--- src/rtl/rx_packet_ctrl_if.sv ---
// Bus bundle between the USB receive path, the RX FIFO, the host side and
// the receive packet controller.
//
// Handshake semantics:
//   - store_rx_packet is a one-cycle write strobe; packet_done is a one-cycle
//     end-of-packet pulse; r_error is a level.
//   - fifo_r_enable pops exactly one byte per cycle it is high and is never
//     high while fifo_empty is high; the popped byte appears on fifo_r_data
//     the cycle after the pop.
//   - host_read is a request that is accepted only while a packet is ready
//     with bytes remaining; an accepted request is answered by host_valid,
//     a one-cycle pulse qualifying host_data, with no backpressure.
//   - host_clear is a one-cycle request to discard the current packet/status.
interface rx_packet_ctrl_if;
  // usb_rx side
  logic [2:0] rx_packet;
  logic       packet_done;
  logic       r_error;
  logic       store_rx_packet;
  // RX FIFO side
  logic       fifo_empty;
  logic       fifo_full;
  logic [7:0] fifo_r_data;
  logic       fifo_r_enable;
  // host side
  logic       host_read;
  logic       host_clear;
  logic [7:0] host_data;
  logic       host_valid;
  logic       data_ready;
  logic [6:0] byte_count;
  logic [2:0] pkt_type;
  logic       rx_err;
  logic       overflow;
  logic       busy;
  // controller state, for observation only
  logic [2:0] state_dbg;

  // Environment side: USB receiver, FIFO and host.
  modport master (
    output rx_packet, packet_done, r_error, store_rx_packet,
    output fifo_empty, fifo_full, fifo_r_data,
    output host_read, host_clear,
    input  fifo_r_enable, host_data, host_valid, data_ready, byte_count,
    input  pkt_type, rx_err, overflow, busy, state_dbg
  );

  // Controller side.
  modport slave (
    input  rx_packet, packet_done, r_error, store_rx_packet,
    input  fifo_empty, fifo_full, fifo_r_data,
    input  host_read, host_clear,
    output fifo_r_enable, host_data, host_valid, data_ready, byte_count,
    output pkt_type, rx_err, overflow, busy, state_dbg
  );
endinterface

--- src/rtl/rx_packet_ctrl.sv ---
// Receive packet controller: counts bytes of an incoming USB packet as they
// are stored in the RX FIFO, presents the finished packet to the host, hands
// out bytes one at a time on request, and drains the FIFO when a packet is
// discarded, errored or overrun.
module rx_packet_ctrl (
  input logic           clk,
  input logic           n_rst,
  rx_packet_ctrl_if.slave bus
);

  typedef enum logic [2:0] {
    IDLE     = 3'd0,
    RECV     = 3'd1,
    READY    = 3'd2,
    RD_ISSUE = 3'd3,
    RD_CAPT  = 3'd4,
    FLUSH    = 3'd5,
    ERROR    = 3'd6
  } state_t;

  localparam logic [2:0] PID_DATA  = 3'd3;
  localparam logic [6:0] MAX_COUNT = 7'd64;

  state_t     state;
  logic [7:0] host_data_q;
  logic       host_valid_q;
  logic [6:0] byte_count_q;
  logic [2:0] pkt_type_q;
  logic       rx_err_q;
  logic       overflow_q;

  // Any receive activity arriving while a packet is still held by the host
  // means a new packet is being lost.
  logic late_event;
  assign late_event = bus.store_rx_packet | bus.packet_done;

  // Main controller: state plus every registered output.
  always_ff @(posedge clk or negedge n_rst) begin
    if (!n_rst) begin
      state        <= IDLE;
      host_data_q  <= 8'd0;
      host_valid_q <= 1'b0;
      byte_count_q <= 7'd0;
      pkt_type_q   <= 3'd0;
      rx_err_q     <= 1'b0;
      overflow_q   <= 1'b0;
    end else begin
      host_valid_q <= 1'b0;
      case (state)
        IDLE: begin
          if (bus.r_error) begin
            rx_err_q <= 1'b1;
            state    <= FLUSH;
          end else if (bus.store_rx_packet) begin
            if (bus.fifo_full) begin
              overflow_q <= 1'b1;
              state      <= FLUSH;
            end else begin
              byte_count_q <= 7'd1;
              // A one-byte packet whose EOP coincides with its only byte.
              if (bus.packet_done) begin
                pkt_type_q <= bus.rx_packet;
                state      <= READY;
              end else begin
                state <= RECV;
              end
            end
          end else if (bus.packet_done && (bus.rx_packet != PID_DATA)) begin
            // Token/handshake packet: nothing stored, report type only.
            pkt_type_q <= bus.rx_packet;
            state      <= READY;
          end
        end

        RECV: begin
          // Error outranks both the store and the EOP in the same cycle.
          if (bus.r_error) begin
            rx_err_q <= 1'b1;
            state    <= FLUSH;
          end else if (bus.store_rx_packet && bus.fifo_full) begin
            overflow_q <= 1'b1;
            state      <= FLUSH;
          end else begin
            if (bus.store_rx_packet && (byte_count_q < MAX_COUNT)) begin
              byte_count_q <= byte_count_q + 7'd1;
            end
            if (bus.packet_done) begin
              pkt_type_q <= bus.rx_packet;
              state      <= READY;
            end
          end
        end

        READY: begin
          if (late_event) begin
            overflow_q <= 1'b1;
            state      <= FLUSH;
          end else if (bus.host_clear) begin
            if (byte_count_q == 7'd0) begin
              pkt_type_q <= 3'd0;
              state      <= IDLE;
            end else begin
              state <= FLUSH;
            end
          end else if (bus.host_read && (byte_count_q != 7'd0) && !bus.fifo_empty) begin
            state <= RD_ISSUE;
          end
        end

        RD_ISSUE: begin
          // The pop is already under way; a lost packet is only recorded.
          if (late_event) begin
            overflow_q <= 1'b1;
          end
          state <= RD_CAPT;
        end

        RD_CAPT: begin
          host_data_q  <= bus.fifo_r_data;
          host_valid_q <= 1'b1;
          if (byte_count_q != 7'd0) begin
            byte_count_q <= byte_count_q - 7'd1;
          end
          if (late_event) begin
            overflow_q <= 1'b1;
          end
          // Finish this byte, then drain if a packet was lost meanwhile.
          if (overflow_q || late_event) begin
            state <= FLUSH;
          end else begin
            state <= READY;
          end
        end

        FLUSH: begin
          if (late_event) begin
            overflow_q <= 1'b1;
          end
          if (bus.fifo_empty) begin
            byte_count_q <= 7'd0;
            pkt_type_q   <= 3'd0;
            if (rx_err_q || overflow_q || late_event) begin
              state <= ERROR;
            end else begin
              state <= IDLE;
            end
          end
        end

        ERROR: begin
          if (bus.host_clear) begin
            rx_err_q   <= 1'b0;
            overflow_q <= 1'b0;
            state      <= IDLE;
          end else if (late_event) begin
            overflow_q <= 1'b1;
          end
        end

        default: begin
          state <= IDLE;
        end
      endcase
    end
  end

  // FIFO pop: one cycle in RD_ISSUE, every non-empty cycle in FLUSH. Decoded
  // from the registered state and gated by fifo_empty so that the final pop
  // of a drain can never be followed by a pop of an empty FIFO; reset forces
  // IDLE and so drops it at once.
  assign bus.fifo_r_enable = ((state == RD_ISSUE) || (state == FLUSH)) && !bus.fifo_empty;

  assign bus.host_data  = host_data_q;
  assign bus.host_valid = host_valid_q;
  assign bus.byte_count = byte_count_q;
  assign bus.pkt_type   = pkt_type_q;
  assign bus.rx_err     = rx_err_q;
  assign bus.overflow   = overflow_q;
  assign bus.data_ready = (state == READY) || (state == RD_ISSUE) || (state == RD_CAPT);
  assign bus.busy       = (state != IDLE) && (state != READY);
  assign bus.state_dbg  = state;

endmodule

--- src/flat_wrapper.sv ---
// flat-port wrapper written by rule: the top's interface ports become plain ports
module rx_packet_ctrl_flat 
  (clk, n_rst, bus_rx_packet, bus_packet_done, bus_r_error, bus_store_rx_packet, bus_fifo_empty, bus_fifo_full, bus_fifo_r_data, bus_host_read, bus_host_clear, bus_fifo_r_enable, bus_host_data, bus_host_valid, bus_data_ready, bus_byte_count, bus_pkt_type, bus_rx_err, bus_overflow, bus_busy, bus_state_dbg);
  rx_packet_ctrl_if bus_i ();
  input logic clk;
  input logic n_rst;
  input wire logic [$bits(bus_i.rx_packet)-1:0] bus_rx_packet;
  input wire logic [$bits(bus_i.packet_done)-1:0] bus_packet_done;
  input wire logic [$bits(bus_i.r_error)-1:0] bus_r_error;
  input wire logic [$bits(bus_i.store_rx_packet)-1:0] bus_store_rx_packet;
  input wire logic [$bits(bus_i.fifo_empty)-1:0] bus_fifo_empty;
  input wire logic [$bits(bus_i.fifo_full)-1:0] bus_fifo_full;
  input wire logic [$bits(bus_i.fifo_r_data)-1:0] bus_fifo_r_data;
  input wire logic [$bits(bus_i.host_read)-1:0] bus_host_read;
  input wire logic [$bits(bus_i.host_clear)-1:0] bus_host_clear;
  output wire logic [$bits(bus_i.fifo_r_enable)-1:0] bus_fifo_r_enable;
  output wire logic [$bits(bus_i.host_data)-1:0] bus_host_data;
  output wire logic [$bits(bus_i.host_valid)-1:0] bus_host_valid;
  output wire logic [$bits(bus_i.data_ready)-1:0] bus_data_ready;
  output wire logic [$bits(bus_i.byte_count)-1:0] bus_byte_count;
  output wire logic [$bits(bus_i.pkt_type)-1:0] bus_pkt_type;
  output wire logic [$bits(bus_i.rx_err)-1:0] bus_rx_err;
  output wire logic [$bits(bus_i.overflow)-1:0] bus_overflow;
  output wire logic [$bits(bus_i.busy)-1:0] bus_busy;
  output wire logic [$bits(bus_i.state_dbg)-1:0] bus_state_dbg;
  assign bus_i.rx_packet = bus_rx_packet;
  assign bus_i.packet_done = bus_packet_done;
  assign bus_i.r_error = bus_r_error;
  assign bus_i.store_rx_packet = bus_store_rx_packet;
  assign bus_i.fifo_empty = bus_fifo_empty;
  assign bus_i.fifo_full = bus_fifo_full;
  assign bus_i.fifo_r_data = bus_fifo_r_data;
  assign bus_i.host_read = bus_host_read;
  assign bus_i.host_clear = bus_host_clear;
  assign bus_fifo_r_enable = bus_i.fifo_r_enable;
  assign bus_host_data = bus_i.host_data;
  assign bus_host_valid = bus_i.host_valid;
  assign bus_data_ready = bus_i.data_ready;
  assign bus_byte_count = bus_i.byte_count;
  assign bus_pkt_type = bus_i.pkt_type;
  assign bus_rx_err = bus_i.rx_err;
  assign bus_overflow = bus_i.overflow;
  assign bus_busy = bus_i.busy;
  assign bus_state_dbg = bus_i.state_dbg;
  rx_packet_ctrl u_core (.clk(clk), .n_rst(n_rst), .bus(bus_i));
endmodule
--- config.mk ---
export PLATFORM = sky130hd
export DESIGN_NAME = rx_packet_ctrl_flat
export DESIGN_NICKNAME = d
export VERILOG_FILES = /design/src/rtl/rx_packet_ctrl_if.sv /design/src/rtl/rx_packet_ctrl.sv /design/src/flat_wrapper.sv
export SDC_FILE = /design/constraint.sdc
export NUM_CORES = 1
export LEC_CHECK = 0
export ABC_CLOCK_PERIOD_IN_PS = 4200
export BUFFER_PORTS_ARGS = -buffer_cell sky130_fd_sc_hd__buf_2
export CAP_MARGIN = 20
export CORE_ASPECT_RATIO = 0.5
export CORE_MARGIN = 3
export CORE_UTILIZATION = 55
export DETAILED_ROUTE_END_ITERATION = 10
export MAX_ROUTING_LAYER = met4
export PLACE_DENSITY_LB_ADDON = 0.08
export SETUP_SLACK_MARGIN = 0.1
export SLEW_MARGIN = 5
export SYNTH_ARGS = -nofsm -noshare
export SYNTH_HDL_FRONTEND = slang
export SYNTH_SLANG_ARGS = --single-unit
--- constraint.sdc ---
create_clock -name clk -period 4.2 [get_ports clk]
set_input_delay 0.84 -clock clk [delete_from_list [all_inputs] [get_ports clk]]
set_output_delay 0.84 -clock clk [all_outputs]
set_load 0.02 [all_outputs]
# == After elaboration in Yosys (flattened, before gate mapping) ==
# Index checks and enable logic that the tools add are counted.
# word_totals
register_bits,24
inputBits,20
output_inout_bits,27
elab_cells,118
# op_classes
add_sub_neg,2
n_lt_le_gt_ge,1
n_eq_ne,28
n_mux,50
bitwise_logic,1
n_reduce_logical,29
# op_table
cell,count
two-way mux 3 bit,26
two-way mux 7 bit,8
one-hot mux 7 bit (4 select lines),1
one-hot mux 3 bit (7 select lines),1
!= test 2 bit (second input constant),10
one-hot mux 3 bit (4 select lines),1
nonzero test 4 bit,3
two-way mux 1 bit,10
!= test 2 x 1 -> 1 bit (second input constant),5
AND reduction 10 bit,1
== test 3 bit (second input constant),3
!= test 3 x 2 -> 1 bit (second input constant),3
AND reduction 9 bit,1
!= test 4 x 3 -> 1 bit (second input constant),2
adder 7 x 1 -> 7 bit (second input constant),1
logical AND 1 bit,7
zero test 7 bit,1
less-than comparator 7 bit (second input constant),1
nonzero test 7 bit,1
subtractor 7 x 1 -> 7 bit (second input constant),1
== test 3 x 2 -> 1 bit (second input constant),2
logical OR 1 bit,6
AND reduction 6 bit,1
AND reduction 5 bit,1
other kinds (14),14

# == Logic depth before layout (Yosys ltp) ==
# Gate-level depths: netlist of the first run.
# logic_depth
word_depth,7
ltp_mapped,10
mapped_depth_nobuf,8

# == Worst setup path after synthesis of the first run ==
# Ideal clock, no wire load.
# synth_timing
path_kind,register -> register
start,"register u_core.state[1], in the netlist u_core.bus.state_dbg[1]"
end,"register u_core.byte_count_q[6], in the netlist u_core.bus.byte_count[6]"
arrival_ps,2378
t_required_ps,4113
setup_slack_ps,1736
path_stages_with_launch,10
n_path_buf,2
cell_sequence,dfrtp_1 > or3b_2 > buf_2 > inv_1 > buf_4 > ha_1 > a21oi_1 > a21oi_1 > or4_1 > o211ai_1
# synth_via
elab_chain_len,3
word_cells_on_any_way,15
classes_between,eq/ne (11); mux (1); reduce/logical (3)
# synth_rtl
element,line_no,text
from (decl),rx_packet_ctrl.sv:24,state_t state;
from (signal assigned),rx_packet_ctrl.sv:40,state <= IDLE;
from (signal assigned),rx_packet_ctrl.sv:53,state <= FLUSH;
from (signal assigned),rx_packet_ctrl.sv:57,state <= FLUSH;
== test 3 bit (tied with other cells),rx_packet_ctrl.sv:49,case (state)
!= test 2 x 1 -> 1 bit (no line) (tied with other cells),--,
AND reduction 9 bit (no line),--,
to (signal assigned),rx_packet_ctrl.sv:85,byte_count_q <= byte_count_q + 7'd1;
to (signal assigned),rx_packet_ctrl.sv:122,byte_count_q <= byte_count_q - 7'd1;
to (decl),rx_packet_ctrl.sv:27,logic [6:0] byte_count_q;
# Parallel ways exist; a longest one is shown, timed or not.
# A chain may end at the register's enable or synchronous reset.

# == Worst setup path in the final report of the first run ==
# layout_timing
start,"register u_core.state[2], in the netlist u_core.bus.state_dbg[2]"
end,"register u_core.byte_count_q[6], in the netlist u_core.bus.byte_count[6]"
# Same word-level chain as after synthesis.

==> flow_metrics.py, run 1 <==
metrics = {
    "synthesis": {
        "syn_nets": 227,
        "synth_area_leaders": "dfrtp_1 (35%), nand2_1 (10%), ha_1 (3.7%)",
        "synthSimpleGateAreaFrac_pct": 26.9,
        "synth-adder-area-share_pct": 3.70,
        "yosys.area.top_type_share_pct": 35.5,
        "ys.flop_type": "dfrtp_1",
        "synthArstFlopShare_pct": 100,
        "synth_edf_count": 0,
        "syn_inst": 202,
        "synth_largest_area_cell": "dfrtp_1",
        "synthTopCellsByCount": "nand2_1 (47), dfrtp_1 (24), a21oi_1 (10)",
        "yosysWarningCount": 0,
        "synthesis.area_um2": 1690,
        "synth-seq-cells": 24,
        "synthXorXnorAreaFrac_pct": 3.10,
        "synth.avg_cell_area_um2": 8.38,
        "synthDistinctLibCells": 47,
        "synth-compound-area-share_pct": 22.5,
        "muxShareOfSynthArea_pct": 3.55,
        "synth_top_family_by_area": "simple AND/OR/NAND/NOR gates",
        "yosys.cell_count.top_type": "nand2_1",
        "yosysSeqAreaShare_pct": 35.5,
    },
    "cts": {
        "cts_resized": 0,
        "cts.clk_slew.worst_paths_ps": 90,
        "htree_levels": 1,
        "clock_latency_ps": 270,
        "cts_tree": "done",
        "cts.path.max_buffers": 2,
        "cts_setup_buffers": 0,
        "clockRootBuffer": "clkbuf_8",
        "cts_hold_buf": 0,
        "cts_buffers": 3,
        "cts.sinks": 24,
    },
    "timing": {
        "worstMarginPinSlew_ps": 737,
        "rsz0062_at_grt": "false",
        "fin_worst_skew_ps": 1.71,
        "slew_viol_final": 0,
        "fin_tns_setup_ps": 0,
        "maxSlewHeadroom_pct": 50.9,
        "max_clock_freq_mhz": 313,
        "finalHoldViolCount": 0,
        "fin_ws_ps": 1010,
        "period_share_pct": 76.1,
        "period_minus_slack_ps": 3190,
        "setup_viol": 0,
    },
    "global_route": {
        "grt_use_total_pct": 22.4,
        "grt_pass1_vias": 1427,
        "grtUsageMet1_pct": 30.0,
        "grt_max_degree": 25,
        "grt_pass1_wl_mm": 6.55,
        "antenna_found_initial": 0,
        "gr-usage-met2_pct": 36.1,
        "globalRoute.busiestLayer": "met2",
        "grt_overflow": 0,
        "grt.met3_usage_pct": 4.74,
    },
    "cells_and_area": {
        "design_area_um2": 1980,
        "register_area_um2": 601,
        "layout.nets": 266,
        "drive_gt1_share_pct": 26.3,
        "final_core_util_pct": 71.7,
        "fillCellCount": 220,
        "area_growth_pct": 17.1,
        "multi_input_area_um2": 1010,
        "n_antenna_cell": 0,
    },
    "setup_path": {
        "arrival_ps": 3380,
        "worstSetupStartpointType": "flip-flop",
        "required_ps": 4390,
        "cp-end-kind": "flip-flop",
        "slowest_stage": "dfrtp_1",
        "crit_top_cell": "a21oi_1",
        "slowest_delay_ps": 770,
        "path_max_fanout": 22,
        "path_cells": "or3b_2, inv_1, ha_1, a21oi_1, a21oi_1, or4_1, o211ai_1",
        "critPathKind": "reg2reg",
    },
    "power_and_ir_drop": {
        "cellLeakagePower_nw": 0.986,
        "irDropWorstVdd_uv": 431,
        "p_total_w": 0.00171,
        "powerDensity_nw_per_um2": 861,
    },
    "placed_design": {
        "pre_cts_ws_ps": 1060,
        "gp_congestion": 0.901,
        "dp_hpwl_mm": 3.00,
        "placedInstanceArea_um2": 1910,
        "port_buffers": 46,
    },
    "run_status": {
        "status": "finished, final reports clean",
    },
    "detailed_routing": {
        "routed_wl_mm": 3.95,
        "route.detailed.drc": 0,
        "wl_per_cell_um": 14.3,
        "vias": 1599,
        "postRouteAntennaNets": 0,
        "initialDrtViolationCount": 97,
        "viasPerCell": 5.77,
        "firstDrtPassIters": 4,
    },
    "floorplanning": {
        "row_count": 13,
        "die_height_um": 45.2,
        "start_util_pct": 61.2,
        "coreArea_um2": 2770,
        "top_level_ports": 47,
        "die_w_um": 84.5,
        "dieArea_um2": 3820,
    },
    "min_path": {
        "hold_path.class": "reg2reg",
    },
    "flow_run": {
        "cap_violations": 0,
    },
}
-- area by class of cell --
type / instances / share of cell area (%)
timing repair buffer: 46 / 11.6
clock buffer: 3 / 2.08
sequential: 24 / 30.3
multi-input combinational: 160 / 51.0
tap: 37 / 2.34
inverter: 6 / 1.14
clock inverter: 1 / 1.52
-- final timing paths --
check / slack (ps) / endpoint / depth (start not counted) / from
worst min-delay path: 480 / u_core.bus.host_data[1] / 2 / u_core.bus.host_data[1]
worst max-delay path: 1010 / u_core.bus.byte_count[6] / 7 / u_core.bus.state_dbg[2]
worst min register to register: 480 / u_core.bus.host_data[1] / 2 / u_core.bus.host_data[1]
worst max register to register: 1010 / u_core.bus.byte_count[6] / 7 / u_core.bus.state_dbg[2]
min in group asynchronous: 540 / u_core.bus.host_data[1] / 1 / n_rst
max in group asynchronous: 3300 / u_core.bus.state_dbg[0] / 1 / n_rst
-- power by group --
group          internal, W  leakage, nW  switching, W  total, W
registers         0.000337        0.297      0.000165  0.000502
clock network     0.000127       0.0357     0.0000756  0.000203
logic             0.000417        0.654      0.000585   0.00100
total             0.000881        0.986      0.000826   0.00171
-- stage by stage --
stage / hold slack (ps) / instances
2_1_floorplan: 544 / 202
3_3_place_gp: 454 / 273
3_5_place_dp: 466 / 273
4_1_cts: 486 / 277
5_1_grt: 506 / 277
6_report: 479 / 277
-- cell usage in the layout (no fill, tap or decap), types with 3 or more instances in the layout --
master and instances:
o21ai_0 8, ha_1 5, nor3_1 6, nor3b_1 3, nor2_1 9, a21o_1 3, xnor2_1 3, nor2b_1 4
a22o_1 3, mux2i_1 3, xor2_1 3, o21a_1 4, or4_1 3, buf_2 46, nand2_1 47, a31oi_1 9
inv_1 6, clkbuf_8 3, nand2b_1 5, a21oi_1 10, dfrtp_1 24
-- layer usage --
metal  up-vias  share of wire [%]
met1       739                 47
met4         0               0.48
met3         2                8.4
met2        65                 44
met5         -                  0
li1        793                  -
-- sequential cells by signal, summed over array words and instances, names as in the netlist --
signal and count:
u_core.bus.state_dbg 3, u_core.bus.byte_count 7, u_core.bus.overflow 1, u_core.bus.host_data 8, u_core.bus.host_valid 1, u_core.bus.rx_err 1
u_core.bus.pkt_type 3
-- logic make-up (layout without fill, tap and decap cells) --
family	Yosys count	in the layout
fa+ha+maj	5	5
flops	24	24
compound gates	53	53
simple gates	91	91
mux	5	5
xor+xnor	6	6
buf+inv	18	56
-- critical path, delay by kind of cell, from the launching register on --
family / cells / cell delay [ps]
buffers and inverters: 1 / 420
AOI/OAI and AO/OA: 3 / 450
DFF: 1 / 770
and+or+nand+nor: 2 / 1090
adders and majority gates: 1 / 360
Note: power is estimated with default switching activity, not from simulation.
==> inputs of run 2 (changes only) <==
--- a/config.mk
+++ b/config.mk
@@ -5,12 +5,12 @@
 export SDC_FILE = /design/constraint.sdc
 export NUM_CORES = 1
 export LEC_CHECK = 0
-export ABC_CLOCK_PERIOD_IN_PS = 4200
+export ABC_CLOCK_PERIOD_IN_PS = 3100
 export BUFFER_PORTS_ARGS = -buffer_cell sky130_fd_sc_hd__buf_2
 export CAP_MARGIN = 20
 export CORE_ASPECT_RATIO = 0.5
 export CORE_MARGIN = 3
-export CORE_UTILIZATION = 55
+export CORE_UTILIZATION = 52
 export DETAILED_ROUTE_END_ITERATION = 10
 export MAX_ROUTING_LAYER = met4
 export PLACE_DENSITY_LB_ADDON = 0.08
==> constraint.sdc (replaced) <==
create_clock -name clk -period 3.1 [get_ports clk]
set_input_delay 0.62 -clock clk [delete_from_list [all_inputs] [get_ports clk]]
set_output_delay 0.62 -clock clk [all_outputs]
set_load 0.02 [all_outputs]
==> flow_metrics.py, run 2 (same netlist as run 1, synthesis figures left out) <==
metrics = {
    "run_status": {
        "status": "finished, final reports clean",
    },
    "detailed_routing": {
        "viasPerCell": 5.79,
        "initialDrtViolationCount": 88,
        "dr_wl_met2_mm": 1.76,
        "top_layer_used": "met4",
        "vias": 1626,
        "wl_per_cell_um": 14.6,
        "route.detailed.drc": 0,
        "postRouteAntennaNets": 0,
        "wl_met3_um": 348,
        "firstDrtPassIters": 4,
        "m1WireLength_mm": 1.97,
        "routed_wl_mm": 4.10,
    },
    "timing": {
        "fin_worst_skew_ps": 5.49,
        "period_share_pct": 85.0,
        "finalHoldViolCount": 0,
        "period_minus_slack_ps": 2630,
        "slew_viol_final": 0,
        "setup_viol": 0,
        "rsz0062_at_grt": "false",
        "whs_ps": 327,
        "max_clock_freq_mhz": 380,
        "fin_tns_setup_ps": 0,
        "worstMarginPinSlew_ps": 556,
        "maxSlewHeadroom_pct": 63.0,
    },
    "floorplanning": {
        "top_level_ports": 47,
        "start_util_pct": 59.8,
        "dieArea_um2": 4020,
        "die_height_um": 46.3,
        "row_count": 13,
        "die_w_um": 86.7,
        "coreArea_um2": 2830,
    },
    "flow_run": {
        "cap_violations": 0,
    },
    "global_route": {
        "grt_pass1_vias": 1495,
        "grt_pass1_wl_mm": 6.78,
        "grt_overflow": 0,
        "grt_max_degree": 25,
        "antenna_found_initial": 0,
        "grt_use_total_pct": 22.4,
    },
    "cts": {
        "cts_hold_buf": 0,
        "clock_latency_ps": 270,
        "cts_resized": 0,
        "htree_levels": 1,
        "cts.clk_slew.worst_paths_ps": 90,
        "cts_buffers": 3,
        "cts_tree": "done",
        "cts_setup_buffers": 0,
        "cts.sinks": 24,
        "clockRootBuffer": "clkbuf_8",
        "cts.path.max_buffers": 2,
    },
    "power_and_ir_drop": {
        "powerDensity_nw_per_um2": 1180,
        "cellLeakagePower_nw": 1.01,
        "p_total_w": 0.00236,
        "irDropWorstVdd_uv": 515,
        "p_sw_share_pct": 48.0,
        "switchingPower_w": 0.00114,
        "combPwrFrac_pct": 63.9,
        "clockPowerShare_pct": 11.7,
        "internal_power_w": 0.00123,
        "seqPwrFrac_pct": 24.3,
    },
    "min_path": {
        "hold_path.class": "in2async",
    },
    "placed_design": {
        "gp_congestion": 0.914,
        "port_buffers": 46,
        "dp_hpwl_mm": 3.02,
        "placedInstanceArea_um2": 1940,
    },
    "cells_and_area": {
        "final_core_util_pct": 71.1,
        "largest_reg_flops": 8,
        "drive_gt1_share_pct": 27.5,
        "n_antenna_cell": 0,
        "layout.nets": 270,
        "fillCellCount": 248,
        "layout_commonest_cell": "nand2_1",
        "design_area_um2": 2010,
        "area_growth_pct": 18.8,
        "final_cell_mix": "nand2_1 (47), buf_2 (46), dfrtp_1 (24)",
    },
    "setup_path": {
        "cp-end-kind": "flip-flop",
        "arrival_ps": 2830,
        "required_ps": 3290,
        "path_max_fanout": 17,
        "worstSetupStartpointType": "flip-flop",
        "critPathKind": "reg2reg",
    },
}
[run 2: cell types whose count changed in the layout (fill, tap and decap cells not counted), sizes merged]
cell and change:
buf +4
[run 2: critical path, cell delays in order, from the launching register on]
cell	delay, ps
dfrtp_1	390
or3b_2	660
inv_1	100
buf_4	200
ha_1	300
a21oi_1	190
a21oi_1	120
or4_1	420
o211ai_1	170
[run 2: layout make-up]
cell class / instances / area (µm²) / area share [%]
Tap cell: 37 / 46.3 / 2.30
Sequential cell: 24 / 601 / 29.9
Timing Repair Buffer: 50 / 260 / 12.9
Clock buffer: 3 / 41.3 / 2.05
Clock inverter: 1 / 30.0 / 1.49
Inverter: 6 / 22.5 / 1.12
Multi-Input combinational cell: 160 / 1010 / 50.2
[run 2: final timing paths]
path                                         startpoint                  endpoint  slack [ps]  cells past startpoint
worst max-delay path            u_core.bus.state_dbg[1]  u_core.bus.byte_count[6]         470                      8
worst min-delay path                              n_rst  u_core.bus.byte_count[3]         330                      1
worst max register to register  u_core.bus.state_dbg[1]  u_core.bus.byte_count[6]         470                      8
worst min register to register  u_core.bus.host_data[5]   u_core.bus.host_data[5]         480                      2
max in group asynchronous                         n_rst   u_core.bus.state_dbg[1]        2400                      1
min in group clk                u_core.bus.host_data[5]   u_core.bus.host_data[5]         480                      2
[run 2: per-stage QoR]
step / std cells / setup WS [ps]
3_5_place_dp: 277 / 465
4_1_cts: 281 / 473
5_1_grt: 281 / 348
3_3_place_gp: 277 / 602
2_1_floorplan: 202 / 636
6_report: 281 / 465
[run 2: routing by layer]
metal / GRT usage [%] / vias to the layer above
met1: 29.8 / 757
li1: - / 803
met3: 5.36 / 2
met2: 35.3 / 64
met5: - / -
met4: 4.66 / 0
[run 2: power by group through the flow]
stage	Clock [W]	Sequential, W	Combinational (W)
2_1_floorplan	0	0.000736	0.000979
3_3_place_gp	0	0.000576	0.00147
3_5_place_dp	0	0.000578	0.00151
4_1_cts	0.000286	0.000576	0.00152
5_1_grt	0.000294	0.000597	0.00168
6_report	0.000278	0.000575	0.00151
==> inputs of run 3 (changes only) <==
--- a/config.mk
+++ b/config.mk
@@ -5,12 +5,13 @@
 export SDC_FILE = /design/constraint.sdc
 export NUM_CORES = 1
 export LEC_CHECK = 0
-export ABC_CLOCK_PERIOD_IN_PS = 3100
+export ABC_AREA = 1
+export ABC_CLOCK_PERIOD_IN_PS = 2300
 export BUFFER_PORTS_ARGS = -buffer_cell sky130_fd_sc_hd__buf_2
 export CAP_MARGIN = 20
 export CORE_ASPECT_RATIO = 0.5
 export CORE_MARGIN = 3
-export CORE_UTILIZATION = 52
+export CORE_UTILIZATION = 48
 export DETAILED_ROUTE_END_ITERATION = 10
 export MAX_ROUTING_LAYER = met4
 export PLACE_DENSITY_LB_ADDON = 0.08
==> constraint.sdc (replaced) <==
create_clock -name clk -period 2.3 [get_ports clk]
set_input_delay 0.46 -clock clk [delete_from_list [all_inputs] [get_ports clk]]
set_output_delay 0.46 -clock clk [all_outputs]
set_load 0.02 [all_outputs]
==> flow_metrics.py, run 3 <==
metrics = {
    "timing": {
        "period_share_pct": 91.6,
        "worstMarginPinSlew_ps": 572,
        "rsz0062_at_grt": "false",
        "max_clock_freq_mhz": 475,
        "finalHoldViolCount": 0,
        "setup_viol": 0,
        "slew_viol_final": 0,
        "fin_tns_setup_ps": 0,
        "fin_worst_skew_ps": 7.83,
        "whs_ps": 166,
        "maxSlewHeadroom_pct": 61.9,
        "period_minus_slack_ps": 2110,
    },
    "cells_and_area": {
        "largest_reg_flops": 8,
        "fin_cells": 374,
        "final_cell_mix": "nand2_1 (91), buf_2 (46), inv_1 (40)",
        "design_area_um2": 2170,
        "fillCellCount": 372,
        "n_antenna_cell": 0,
        "drive_gt1_share_pct": 23.2,
        "layout.nets": 349,
        "layout_commonest_cell": "nand2_1",
        "area_growth_pct": 20.0,
    },
    "detailed_routing": {
        "initialDrtViolationCount": 101,
        "wl_per_cell_um": 12.5,
        "routed_wl_mm": 4.69,
        "vias": 1868,
        "viasPerCell": 4.99,
        "route.detailed.drc": 0,
        "postRouteAntennaNets": 0,
        "firstDrtPassIters": 4,
    },
    "setup_path": {
        "crit_top_cell": "inv_1",
        "path_cells": "inv_4, nand2_2, nor2_2, inv_1, nand2_1, inv_1, buf_2",
        "cp-end-kind": "output pin",
        "path_max_fanout": 10,
        "required_ps": 1840,
        "slowest_delay_ps": 560,
        "worstSetupStartpointType": "flip-flop",
        "arrival_ps": 1650,
        "critPathKind": "reg2out",
        "slowest_stage": "dfrtp_1",
    },
    "synthesis": {
        "yosysWarningCount": 0,
        "synth_area_leaders": "dfrtp_1 (33%), nand2_1 (19%), inv_1 (8.3%)",
        "ys.flop_type": "dfrtp_1",
        "synth_largest_area_cell": "dfrtp_1",
        "yosys.area.top_type_share_pct": 33.2,
        "synthArstFlopShare_pct": 100,
        "yosys.cell_count.top_type": "nand2_1",
        "synth.avg_cell_area_um2": 6.61,
        "synth-seq-cells": 24,
        "yosysSeqAreaShare_pct": 33.2,
        "synthDistinctLibCells": 35,
        "synth_edf_count": 0,
        "synthTopCellsByCount": "nand2_1 (91), inv_1 (40), dfrtp_1 (24)",
        "syn_nets": 299,
        "synthesis.area_um2": 1810,
        "syn_inst": 274,
    },
    "min_path": {
        "hold_path.class": "in2async",
    },
    "cts": {
        "clock_latency_ps": 270,
        "cts_buffers": 3,
        "cts.clk_slew.worst_paths_ps": 100,
        "clockRootBuffer": "clkbuf_8",
        "cts_hold_buf": 0,
        "cts.path.max_buffers": 2,
        "cts.sinks": 24,
        "cts_tree": "done",
        "htree_levels": 1,
    },
    "power_and_ir_drop": {
        "cellLeakagePower_nw": 1.28,
        "irDropWorstVdd_uv": 694,
        "powerDensity_nw_per_um2": 1520,
        "p_total_w": 0.00331,
    },
    "placed_design": {
        "gp_congestion": 0.973,
        "placedCellCount": 368,
        "port_buffers": 46,
        "dp_hpwl_mm": 3.67,
        "placedInstanceArea_um2": 2090,
    },
    "floorplanning": {
        "top_level_ports": 47,
        "coreArea_um2": 3530,
        "start_util_pct": 51.3,
        "die_height_um": 49.4,
        "die_w_um": 92.9,
        "dieArea_um2": 4590,
        "row_count": 15,
    },
    "global_route": {
        "grt_pass1_wl_mm": 8.09,
        "grt_pass1_vias": 1719,
        "antenna_found_initial": 0,
        "grt_max_degree": 25,
        "grt_use_total_pct": 22.7,
        "grt_overflow": 0,
    },
    "run_status": {
        "status": "finished, final reports clean",
    },
    "flow_run": {
        "cap_violations": 0,
    },
}
-- run 3: changes by cell type after synthesis, sizes merged, moves of 4 or more --
cell    delta
nand2     +50
inv       +38
nand3     +21
nor2      +18
o21ai     +10
a31oi      -8
nand2b     -5
nor2b      -5
clkbuf     -4
nor3       -4
o21a       -4
or4        -4
-- run 3: power breakdown --
| group | switching [W] | total, W | internal, W |
|---|---|---|---|
| Sequential | 0.000186 | 0.000796 | 0.000610 |
| Clock | 0.000150 | 0.000383 | 0.000233 |
| Combinational | 0.00139 | 0.00213 | 0.000737 |
-- run 3: cell type report --
| cell class | instances | area, µm² | area share (%) |
|---|---|---|---|
| multi-input combinational | 201 | 1010 | 46.4 |
| sequential | 24 | 601 | 27.6 |
| timing repair buffer | 50 | 260 | 12.0 |
| inverter | 44 | 168 | 7.72 |
| tap | 51 | 63.8 | 2.94 |
| clock buffer | 3 | 41.3 | 1.90 |
| clock inverter | 1 | 30.0 | 1.38 |
-- run 3: path summary, 6_finish.rpt --
check                                             start                       end  slack, ps  cells past startpoint
worst max-delay path            u_core.bus.state_dbg[2]                  bus_busy        190                      7
min in group clk                     bus_fifo_r_data[7]   u_core.bus.host_data[7]        380                      3
worst min-delay path                              n_rst    u_core.bus.pkt_type[2]        170                      1
worst min register to register  u_core.bus.host_data[1]   u_core.bus.host_data[1]        480                      2
worst max register to register  u_core.bus.state_dbg[2]  u_core.bus.byte_count[6]        290                     12
max in group asynchronous                         n_rst   u_core.bus.host_data[2]       1750                      1
-- run 3: timing repair --
action | 4_1_cts | 5_1_grt
buffers inserted | 0 | 2
setup endpoints to repair | 0 | 2
gates resized for setup | 0 | 0
-- run 3: cells by family after synthesis --
family,share of synthesized area [%]
and+or+nand+nor,38.7
AOI/OAI and AO/OA,12.6
adders and majority gates,3.46
xor gates and xnor gates,0.968
buffers and inverters,11.1
DFF,33.2
-- run 3: worst max-delay path, delay by kind of cell (launching register included) --
kind,cells,cell delay (ps)
buffers and inverters,4,450
DFF,1,560
and+or+nand+nor,3,370
-- run 3: routing by layer --
metal	vias to the layer above	track usage (%)	routed length, µm
met2	55	35.4	2040
met5	-	-	0
met4	0	4.62	2
met1	851	31.1	2360
met3	2	4.16	288
li1	960	-	-
-- run 3: stage by stage --
step,utilization [%],worst slack (ps)
final,61.6,193
after global placement,59.1,346
after global routing,61.6,106
after floorplan,-,209
after CTS,61.1,215
after detailed placement,59.1,274
